## src/rtl/ctrl_pkg.sv

```systemverilog
// Shared types and constants for the multi-cycle control unit.
// Holds the FSM state encoding, the opcode map, ALU/branch codes, the packed
// datapath-control bundle and the opcode classifier used by DECODE.
package ctrl_pkg;

  typedef enum logic [3:0] {
    S_FETCH    = 4'd0,
    S_DECODE   = 4'd1,
    S_EXEC_R   = 4'd2,
    S_EXEC_I   = 4'd3,
    S_WB_ALU   = 4'd4,
    S_MEM_ADDR = 4'd5,
    S_MEM_RD   = 4'd6,
    S_MEM_WB   = 4'd7,
    S_MEM_WR   = 4'd8,
    S_BRANCH   = 4'd9,
    S_JUMP     = 4'd10,
    S_TRAP     = 4'd11
  } state_t;

  localparam int OP_RTYPE = 0;
  localparam int OP_BLTZ  = 1;
  localparam int OP_J     = 2;
  localparam int OP_BEQ   = 4;
  localparam int OP_BNE   = 5;
  localparam int OP_BLE   = 6;
  localparam int OP_ADDI  = 8;
  localparam int OP_SLTIU = 9;
  localparam int OP_SLTI  = 10;
  localparam int OP_ORI   = 13;
  localparam int OP_LUI   = 15;
  localparam int OP_LW    = 35;
  localparam int OP_SW    = 43;

  localparam logic [2:0] ALU_ADD   = 3'b000;
  localparam logic [2:0] ALU_SUB   = 3'b001;
  localparam logic [2:0] ALU_FUNCT = 3'b010;
  localparam logic [2:0] ALU_SLT   = 3'b100;
  localparam logic [2:0] ALU_LUI   = 3'b101;
  localparam logic [2:0] ALU_OR    = 3'b110;
  localparam logic [2:0] ALU_SLTU  = 3'b111;

  localparam logic [1:0] BR_BEQ  = 2'd0;
  localparam logic [1:0] BR_BNE  = 2'd1;
  localparam logic [1:0] BR_BLE  = 2'd2;
  localparam logic [1:0] BR_BLTZ = 2'd3;

  typedef enum logic [2:0] {C_R, C_I, C_MEM, C_BR, C_J, C_ILL} op_class_t;

  // Every datapath control line in one bundle so a state can start from '0.
  typedef struct packed {
    logic       pc_write;
    logic       ir_write;
    logic       iord;
    logic       reg_write;
    logic [2:0] alu_op;
    logic       alu_src_a;
    logic [1:0] alu_src_b;
    logic       reg_dst;
    logic       branch;
    logic [1:0] br_type;
    logic       jump;
    logic       mem_read;
    logic       mem_write;
    logic [1:0] mem_to_reg;
  } ctrl_t;

  function automatic op_class_t classify(input logic [31:0] op);
    case (op)
      OP_RTYPE:                                     return C_R;
      OP_ADDI, OP_SLTIU, OP_SLTI, OP_ORI, OP_LUI:   return C_I;
      OP_LW, OP_SW:                                 return C_MEM;
      OP_BEQ, OP_BNE, OP_BLE, OP_BLTZ:              return C_BR;
      OP_J:                                         return C_J;
      default:                                      return C_ILL;
    endcase
  endfunction

  function automatic logic [2:0] imm_alu_op(input logic [31:0] op);
    case (op)
      OP_SLTIU: return ALU_SLTU;
      OP_SLTI:  return ALU_SLT;
      OP_ORI:   return ALU_OR;
      OP_LUI:   return ALU_LUI;
      default:  return ALU_ADD;
    endcase
  endfunction

  function automatic logic [1:0] branch_type(input logic [31:0] op);
    case (op)
      OP_BNE:  return BR_BNE;
      OP_BLE:  return BR_BLE;
      OP_BLTZ: return BR_BLTZ;
      default: return BR_BEQ;
    endcase
  endfunction

endpackage

```

## src/rtl/retire_counter.sv

```systemverilog
// Retired-instruction counter: wraps modulo 2^W, cleared asynchronously.
module retire_counter #(
  parameter int W = 32
) (
  input  logic         clk,
  input  logic         rst,
  input  logic         inc,
  output logic [W-1:0] count
);

  logic [W-1:0] cnt_q;

  // Count one per retire pulse; natural overflow gives the wrap to zero.
  always_ff @(posedge clk or posedge rst) begin
    if (rst)      cnt_q <= '0;
    else if (inc) cnt_q <= cnt_q + W'(1);
  end

  assign count = cnt_q;

endmodule

```

## src/rtl/multicycle_ctrl.sv

```systemverilog
// Multi-cycle MIPS-subset control unit: Moore FSM sequencing each instruction
// over 3-5 cycles with memory-ready stalls and a retired-instruction counter.
// Build option: define ILLEGAL_TRAP_EN to trap on illegal opcodes (adds
// illegal_o); otherwise illegal opcodes retire as NOPs.
module multicycle_ctrl
  import ctrl_pkg::*;
#(
  parameter int OP_W    = 6,
  parameter int ALUOP_W = 3,
  parameter int RET_W   = 32
) (
  input  logic               clk_i,
  input  logic               rst_i,
  input  logic [OP_W-1:0]    instr_op_i,
  input  logic               mem_ready_i,
  output logic               PCWrite_o,
  output logic               IRWrite_o,
  output logic               IorD_o,
  output logic               RegWrite_o,
  output logic [ALUOP_W-1:0] ALU_op_o,
  output logic               ALUSrcA_o,
  output logic [1:0]         ALUSrcB_o,
  output logic               RegDst_o,
  output logic               Branch_o,
  output logic [1:0]         BranchType_o,
  output logic               Jump_o,
  output logic               MemRead_o,
  output logic               MemWrite_o,
  output logic [1:0]         MemtoReg_o,
  output logic               instr_done_o,
  output logic [RET_W-1:0]   retired_o,
`ifdef ILLEGAL_TRAP_EN
  output logic               illegal_o,
`endif
  output logic [3:0]         state_o
);

  state_t          state_q, state_d;
  logic [OP_W-1:0] op_q;
  ctrl_t           c, o;
  logic            done;
`ifdef ILLEGAL_TRAP_EN
  logic            illegal;
`endif

  // State register.
  always_ff @(posedge clk_i or posedge rst_i) begin
    if (rst_i) state_q <= S_FETCH;
    else       state_q <= state_d;
  end

  // Opcode is captured in DECODE so later states ignore instr_op_i changes.
  always_ff @(posedge clk_i or posedge rst_i) begin
    if (rst_i)                    op_q <= '0;
    else if (state_q == S_DECODE) op_q <= instr_op_i;
  end

  // Next-state and Moore control decode; all lines default to 0.
  always_comb begin
    state_d = state_q;
    c       = '0;
    done    = 1'b0;
`ifdef ILLEGAL_TRAP_EN
    illegal = 1'b0;
`endif
    case (state_q)
      S_FETCH: begin
        c.mem_read  = 1'b1;
        c.alu_src_b = 2'd1;
        c.alu_op    = ALU_ADD;
        c.ir_write  = mem_ready_i;
        c.pc_write  = mem_ready_i;
        if (mem_ready_i) state_d = S_DECODE;
      end
      S_DECODE: begin
        // Speculative branch target: PC + (imm << 2).
        c.alu_src_b = 2'd3;
        c.alu_op    = ALU_ADD;
        case (classify(32'(instr_op_i)))
          C_R:     state_d = S_EXEC_R;
          C_I:     state_d = S_EXEC_I;
          C_MEM:   state_d = S_MEM_ADDR;
          C_BR:    state_d = S_BRANCH;
          C_J:     state_d = S_JUMP;
          default: begin
`ifdef ILLEGAL_TRAP_EN
            state_d = S_TRAP;
`else
            state_d = S_FETCH;
            done    = 1'b1;
`endif
          end
        endcase
      end
      S_EXEC_R: begin
        c.alu_src_a = 1'b1;
        c.alu_src_b = 2'd0;
        c.alu_op    = ALU_FUNCT;
        state_d     = S_WB_ALU;
      end
      S_EXEC_I: begin
        c.alu_src_a = 1'b1;
        c.alu_src_b = 2'd2;
        c.alu_op    = imm_alu_op(32'(op_q));
        state_d     = S_WB_ALU;
      end
      S_WB_ALU: begin
        c.reg_write = 1'b1;
        c.reg_dst   = (32'(op_q) == OP_RTYPE);
        done        = 1'b1;
        state_d     = S_FETCH;
      end
      S_MEM_ADDR: begin
        c.alu_src_a = 1'b1;
        c.alu_src_b = 2'd2;
        c.alu_op    = ALU_ADD;
        state_d     = (32'(op_q) == OP_LW) ? S_MEM_RD : S_MEM_WR;
      end
      S_MEM_RD: begin
        c.mem_read = 1'b1;
        c.iord     = 1'b1;
        if (mem_ready_i) state_d = S_MEM_WB;
      end
      S_MEM_WB: begin
        c.reg_write  = 1'b1;
        c.mem_to_reg = 2'd1;
        done         = 1'b1;
        state_d      = S_FETCH;
      end
      S_MEM_WR: begin
        c.mem_write = 1'b1;
        c.iord      = 1'b1;
        if (mem_ready_i) begin
          done    = 1'b1;
          state_d = S_FETCH;
        end
      end
      S_BRANCH: begin
        c.alu_src_a = 1'b1;
        c.alu_src_b = 2'd0;
        c.alu_op    = ALU_SUB;
        c.branch    = 1'b1;
        c.br_type   = branch_type(32'(op_q));
        done        = 1'b1;
        state_d     = S_FETCH;
      end
      S_JUMP: begin
        c.jump     = 1'b1;
        c.pc_write = 1'b1;
        done       = 1'b1;
        state_d    = S_FETCH;
      end
`ifdef ILLEGAL_TRAP_EN
      S_TRAP: begin
        // Sticky until reset; no retire.
        illegal = 1'b1;
      end
`endif
      default: state_d = S_FETCH;
    endcase
  end

  // Reset forces every output low, including the combinational FETCH lines.
  assign o = rst_i ? '0 : c;

  assign PCWrite_o    = o.pc_write;
  assign IRWrite_o    = o.ir_write;
  assign IorD_o       = o.iord;
  assign RegWrite_o   = o.reg_write;
  assign ALU_op_o     = ALUOP_W'(o.alu_op);
  assign ALUSrcA_o    = o.alu_src_a;
  assign ALUSrcB_o    = o.alu_src_b;
  assign RegDst_o     = o.reg_dst;
  assign Branch_o     = o.branch;
  assign BranchType_o = o.br_type;
  assign Jump_o       = o.jump;
  assign MemRead_o    = o.mem_read;
  assign MemWrite_o   = o.mem_write;
  assign MemtoReg_o   = o.mem_to_reg;
  assign instr_done_o = done & ~rst_i;
  assign state_o      = rst_i ? 4'd0 : state_q;
`ifdef ILLEGAL_TRAP_EN
  assign illegal_o    = illegal & ~rst_i;
`endif

  retire_counter #(.W(RET_W)) u_ret (
    .clk   (clk_i),
    .rst   (rst_i),
    .inc   (done),
    .count (retired_o)
  );

endmodule

```

## config.mk

```make
export PLATFORM = sky130hd
export DESIGN_NAME = multicycle_ctrl
export DESIGN_NICKNAME = d
export VERILOG_FILES = /design/src/rtl/ctrl_pkg.sv /design/src/rtl/retire_counter.sv /design/src/rtl/multicycle_ctrl.sv
export SDC_FILE = /design/constraint.sdc
export NUM_CORES = 1
export LEC_CHECK = 0
export ABC_AREA = 1
export CAP_MARGIN = 20
export CELL_PAD_IN_SITES_DETAIL_PLACEMENT = 0
export CELL_PAD_IN_SITES_GLOBAL_PLACEMENT = 2
export CORE_MARGIN = 2
export CORE_UTILIZATION = 25
export CTS_BUF_LIST = sky130_fd_sc_hd__clkbuf_2 sky130_fd_sc_hd__clkbuf_4 sky130_fd_sc_hd__clkbuf_8
export CTS_CLUSTER_SIZE = 14
export DETAILED_ROUTE_END_ITERATION = 8
export GPL_TIMING_DRIVEN = 0
export PLACE_DENSITY_LB_ADDON = 0.1
export RECOVER_POWER = 50
export SLEW_MARGIN = 10
export SYNTH_ARGS = -nofsm -noshare
export SYNTH_HDL_FRONTEND = slang
export SYNTH_SLANG_ARGS = --single-unit
export TNS_END_PERCENT = 5
```

## constraint.sdc

```tcl
create_clock -name clk_i -period 1.7 [get_ports clk_i]
set_input_delay 0.34 -clock clk_i [delete_from_list [all_inputs] [get_ports clk_i]]
set_output_delay 0.34 -clock clk_i [all_outputs]
set_load 0.05 [all_outputs]
```

After elaboration in Yosys (flattened, before gate mapping)
Memory sizes are Yosys's and may differ from the RTL's.
Index checks and enable logic that the tools add are counted.
{"block": "classes", "addsub": 1, "n_eq_ne": 25, "mux": 27, "bitwise": 2, "n_reduce_logical": 12}
{"operator": "32-bit by 1-bit adder with 32-bit output (second input constant)", "n": 1}
{"operator": "6-bit by 4-bit == test with 1-bit output (second input constant)", "n": 4}
{"operator": "4-bit case mux with 6 select lines", "n": 1}
{"operator": "4-bit two-way mux", "n": 5}
{"operator": "4-bit case mux with 5 select lines", "n": 1}
{"operator": "19-bit two-way mux", "n": 1}
{"operator": "4-bit by 3-bit == test with 1-bit output (second input constant)", "n": 4}
{"operator": "4-bit == test (second input constant)", "n": 3}
{"operator": "6-bit by 3-bit == test with 1-bit output (second input constant)", "n": 2}
{"operator": "2-bit case mux with 3 select lines", "n": 2}
{"operator": "3-bit case mux with 4 select lines", "n": 1}
{"operator": "1-bit two-way mux", "n": 11}
{"operator": "2-bit OR reduction", "n": 5}
{"operator": "3-bit case mux with 3 select lines", "n": 1}
{"operator": "4-bit by 2-bit == test with 1-bit output (second input constant)", "n": 2}
{"operator": "4-bit OR reduction", "n": 2}
{"operator": "3-bit by 2-bit == test with 1-bit output (second input constant)", "n": 2}
{"operator": "6-bit by 1-bit == test with 1-bit output (second input constant)", "n": 1}
{"operator": "6-bit == test (second input constant)", "n": 1}
{"operator": "6-bit zero test", "n": 1}
{"operator": "3-bit two-way mux", "n": 2}
{"operator": "2-bit inequality test (second input constant)", "n": 3}
{"operator": "5-bit OR reduction", "n": 1}
{"operator": "4-bit by 1-bit == test with 1-bit output (second input constant)", "n": 1}
{"operator": "other kinds (9)", "n": 9}
{"block": "totals", "register_bits": 42, "mem_bits_ro": 192, "inputBits": 9, "out_inout_bits": 56, "word_cells": 71, "n_memories": 1}
{"name": "(name not given)", "words": 64, "word_bits": 3, "read_ports": 1, "rd_ports_with_merged_regs": 0, "wr": 0, "line_no": "ctrl_pkg.sv:69", "rtl": "case (op)"}

Longest topological paths before layout
{"block": "depth", "depth_word": 7, "ltp_mapped": 12, "mapped_depth_nobuf": 11}

Cells and area by module
Synthesis repeated with hierarchy kept, for this count alone.
{"block": "unflattened", "hier_cells": 364, "hier_area_um2": 2641.3}
{"module": "retire_counter", "n_inst": 1, "cells_each": 207, "area_per_inst_um2": 1730.4, "seq_area_each_um2": 800.8}
{"module": "multicycle_ctrl", "n_inst": 1, "cells_each": 157, "area_per_inst_um2": 910.9, "seq_area_each_um2": 250.2}

Worst setup path after synthesis
No wires, ideal clock.
{"block": "synth_path", "path_type": "flip-flop to output port", "from": "reg state_q[0]", "to": "out BranchType_o[0]", "t_arrival_ns": 2.992, "setup_slack_ns": -1.632, "stages_incl_launch_ff": 7, "path_buffers": 0, "cell_sequence": "dfrtp_1 > inv_2 > nor2_2 > nand2_1 > nor2_1 > inv_1 > nor4_1"}
{"block": "synth_via", "elab_chain_cells": 3}
{"item": "from (decl)", "line_no": "multicycle_ctrl.sv:38", "rtl": "state_t state_q, state_d;"}
{"item": "from (signal assigned)", "line_no": "multicycle_ctrl.sv:49", "rtl": "else state_q <= state_d;"}
{"item": "4-bit == test", "line_no": "multicycle_ctrl.sv:66", "rtl": "case (state_q)"}
{"item": "3-bit two-way mux", "line_no": "multicycle_ctrl.sv:66"}
{"item": "19-bit two-way mux", "line_no": "multicycle_ctrl.sv:164", "rtl": "assign o = rst_i ? '0 : c;"}
{"item": "to (decl)", "line_no": "multicycle_ctrl.sv:25", "rtl": "output logic [1:0] BranchType_o,"}
No other way between the ends.

Worst setup path in the final report
{"block": "layout_path", "from": "reg state_q[0]", "to": "out instr_done_o"}
{"block": "layout_via", "elab_chain_cells": 4}
{"item": "4-bit == test / 4-bit by 3-bit == test with 1-bit output (equally long branches)", "line_no": "multicycle_ctrl.sv:66"}
{"item": "4-bit OR reduction (no source line)"}
{"item": "1-bit case mux with 3 select lines *", "line_no": "multicycle_ctrl.sv:66"}
{"item": "1-bit AND *", "line_no": "multicycle_ctrl.sv:180", "rtl": "assign instr_done_o = done & ~rst_i;"}
{"item": "to (decl)", "line_no": "multicycle_ctrl.sv:30", "rtl": "output logic instr_done_o,"}
Every way passes the cells marked *; elsewhere a longest branch is shown, timed or not.

==> results.sh <==
export IMPL_first_global_vias=3418
export IMPL_synth_cells_most_frequent="190 x nand2_1, 60 x nor2_1, 53 x nand3_1, 51 x inv_1, 42 x dfrtp_1"
export IMPL_fin_crit_sh=1.23
export IMPL_crit_required_ns=1.36
export IMPL_cp_depth=10
export IMPL_synth_nets=505
export IMPL_die_area_um2=13400
export IMPL_htree_levels=2
export IMPL_rsz0062_at_grt="true"
export IMPL_critPathTopFamily="buffers and inverters"
export IMPL_syn_to_final_growth_pct=42.5
export IMPL_worstSetupPathType="flop to primary output"
export IMPL_drcViolationCount=0
export IMPL_insertedDiodeCount=0
export IMPL_routabilityCongestion=0.878
export IMPL_hpwl_mm=8.38
export IMPL_yosys_area_share_xor_xnor=0.0422
export IMPL_critical_path_max_stage_delay_ns=0.46
export IMPL_nets=595
export IMPL_violations="negative setup slack"
export IMPL_powerDensity_nw_per_um2=1340
export IMPL_synth_compound_area_frac=0.0499
export IMPL_drt_iter0_drc=117
export IMPL_root_buffer="clkbuf_8"
export IMPL_grt_max_degree=27
export IMPL_cp_buffers_inverters=5
export IMPL_setup_viol=52
export IMPL_synthAdderAreaFrac=0.00402
export IMPL_use_met3=0.0282
export IMPL_finClkSkew_ns=0.0153
export IMPL_ios=65
export IMPL_drive_gt1_frac=0.242
export IMPL_cp_max_fo=5
export IMPL_setup_slack_ns=-0.391
export IMPL_grt_pass1_wl_mm=17.2
export IMPL_die_h_um=116
export IMPL_cts_sinks=42
export IMPL_ys_seq_area_frac=0.338
export IMPL_synth_area_leaders="dfrtp_1 34%, nand2_1 23%, nand3_1 8.5%"
export IMPL_ys_warn_count=0
export IMPL_crit_chain="inv_2 > nor2_4 > inv_2 > nor2_4 > inv_4 > nor2_4 > nand2_4 > buf_8 > a21oi_4 > buf_6"
export IMPL_path_clk_slew_ns=0.09
export IMPL_start_kind="flop"
export IMPL_max_cap_violations=0
export IMPL_synth_top_family_by_area="simple AND/OR/NAND/NOR gates"
export IMPL_p_total_mw=5.92
export IMPL_fin_crit_ns=2.09
export IMPL_synth_top_cell_area_share=0.338
export IMPL_min_path_cells=3
export IMPL_hold_viol=0
export IMPL_avgViaCountPerCell=4.49
export IMPL_synth_cell_types=34
export IMPL_ant_nets=0
export IMPL_track_usage=0.167
export IMPL_ys_seq_elements=42
export IMPL_grt_use_met1=0.195
export IMPL_fin_util=0.368
export IMPL_portBuffers=63
export IMPL_start_util=0.258
export IMPL_synth_mux_area_frac=0
export IMPL_vias=3384
export IMPL_cp_end_kind="primary output"
export IMPL_synth_avg_cell_area_um2=6.29
export IMPL_worstPathArrival_ns=1.75
export IMPL_cts_tree="done"
export IMPL_synth_edf_count=0
export IMPL_insertion_delay_ns=0.31
export IMPL_cts_buffers=5
export IMPL_yosysTopAreaCell="dfrtp_1"
export IMPL_synth_most_common_cell="nand2_1"
export IMPL_r2r_cells=11
export IMPL_drv_slew=0
export IMPL_cts_hold_buf=0
export IMPL_clock_path_buffers=2
export IMPL_placedCellCount=727
export IMPL_synth_flop_cell="dfrtp_1"
export IMPL_antenna_found_initial=0
export IMPL_fin_tns_setup_ns=-8.05
export IMPL_fp_row_count=40
export IMPL_wl_per_cell_um=14.1
export IMPL_grt_overflow_total=0
export IMPL_synth_area_um2=3110
export IMPL_p_leak_nw=2.16
export IMPL_finalNonFillerCells=754
export IMPL_min_path_type="input port to flop"
export IMPL_tightest_slew_ns=0.678
export IMPL_outcome="finished, violations left"
export IMPL_wirelength_mm=10.6
export IMPL_grt_busiest_layer="met2"
export IMPL_synthCells=495
export IMPL_grt_util_met2=0.308
export IMPL_coreArea_um2=12100
export IMPL_synthArstFlopShare=1.00
export IMPL_slew_headroom=0.548
export IMPL_synth_simple_gate_area_frac=0.474
export IMPL_ir_drop_mv=0.866
export IMPL_cpMostUsedCell="nor2_4"
export IMPL_timing_fmax_mhz=478
export IMPL_cp_slowest_cell="dfrtp_2"
export IMPL_firstDrtPassIters=4
export IMPL_dieWidth_um=116
[sequential cells by signal, summed over array words and instances, names as in the netlist]
register,count
u_ret.count,32
op_q,6
state_q,4
[worst paths after layout]
kind | start | to | slack, ns
max | state_q[0] | instr_done_o | -0.39
min reg2reg | op_q[4] | op_q[4] | 0.55
min | instr_op_i[1] | op_q[1] | 0.44
max reg2reg | state_q[1] | u_ret.count[21] | -0.10
max in group asynchronous | rst_i | u_ret.count[0] | 0.23
min in group asynchronous | rst_i | u_ret.count[23] | 0.88
[cell usage in the layout (no fill, tap or decap), types with 3 or more instances in the layout]
cell type / instances
a21oi_1: 4
buf_2: 3
buf_4: 30
buf_6: 17
clkbuf_2: 9
clkbuf_8: 6
clkdlybuf4s15_1: 5
clkdlybuf4s15_2: 3
dfrtp_1: 36
dfrtp_2: 6
dlygate4sd2_1: 22
inv_1: 42
inv_2: 13
nand2_1: 181
nand2_2: 10
nand3_1: 52
nand3b_1: 7
nand4_1: 4
nor2_1: 45
nor2_2: 10
nor2_4: 10
nor3_1: 12
nor3_2: 3
o21ai_0: 7
xor2_1: 13
[what timing repair did]
action	in CTS	in global routing
resized for setup	246	40
buffers inserted	13	6
hold endpoints to repair	0	0
setup endpoints to repair	86	68
pin swaps	6	4
[stage by stage]
stage	instance area, um2	setup WS (ns)	hold WS [ns]
2_1_floorplan	3190	-0.360	0.461
3_3_place_gp	4030	-1.44	0.505
3_5_place_dp	4050	-1.41	0.511
4_1_cts	4390	-0.458	0.434
5_1_grt	4430	-0.493	0.457
6_report	4430	-0.391	0.439
[worst register-to-register path, cell delays in order (launching register included)]
cell and delay [ns]:
dfrtp_2 0.48, nand2_1 0.10, inv_1 0.06, o21ai_2 0.15
nand3_2 0.12, a21oi_4 0.16, buf_4 0.13, buf_6 0.12
nand2_4 0.07, buf_4 0.18, nand2_1 0.08, nand2_1 0.05
[cell type report]
type	instances	area [um2]
multi-input combinational	384	1990
inverter	56	213
tap	168	210
fill	1348	7630
clock inverter	2	60.1
clock buffer	6	82.6
buffer	13	91.3
timing repair buffer	83	732
sequential	42	1060
[report_power, final]
group / leakage, nW / total [mW] / internal [mW] / switching (mW)
Clock: 0.0714 / 1.03 / 0.627 / 0.400
Sequential: 0.561 / 1.48 / 1.18 / 0.295
Combinational: 1.53 / 3.42 / 1.20 / 2.22
Total: 2.16 / 5.92 / 3.01 / 2.91
[logic make-up (layout without fill, tap and decap cells)]
kind of cell    after synthesis  after routing
compound gates               24             24
xor+xnor                     15             15
fa+ha+maj                     1              1
buf+inv                      69            160
flops                        42             42
other cells                   1              1
simple gates                343            343
[metal layers]
layer	vias to the layer above	wire, um	share of wire
met3	10	346	0.033
met2	57	5570	0.52
li1	1746	-	-
met4	0	181	0.017
met5	-	0	0
met1	1571	4540	0.43
Note: power is estimated with default switching activity, not from simulation.
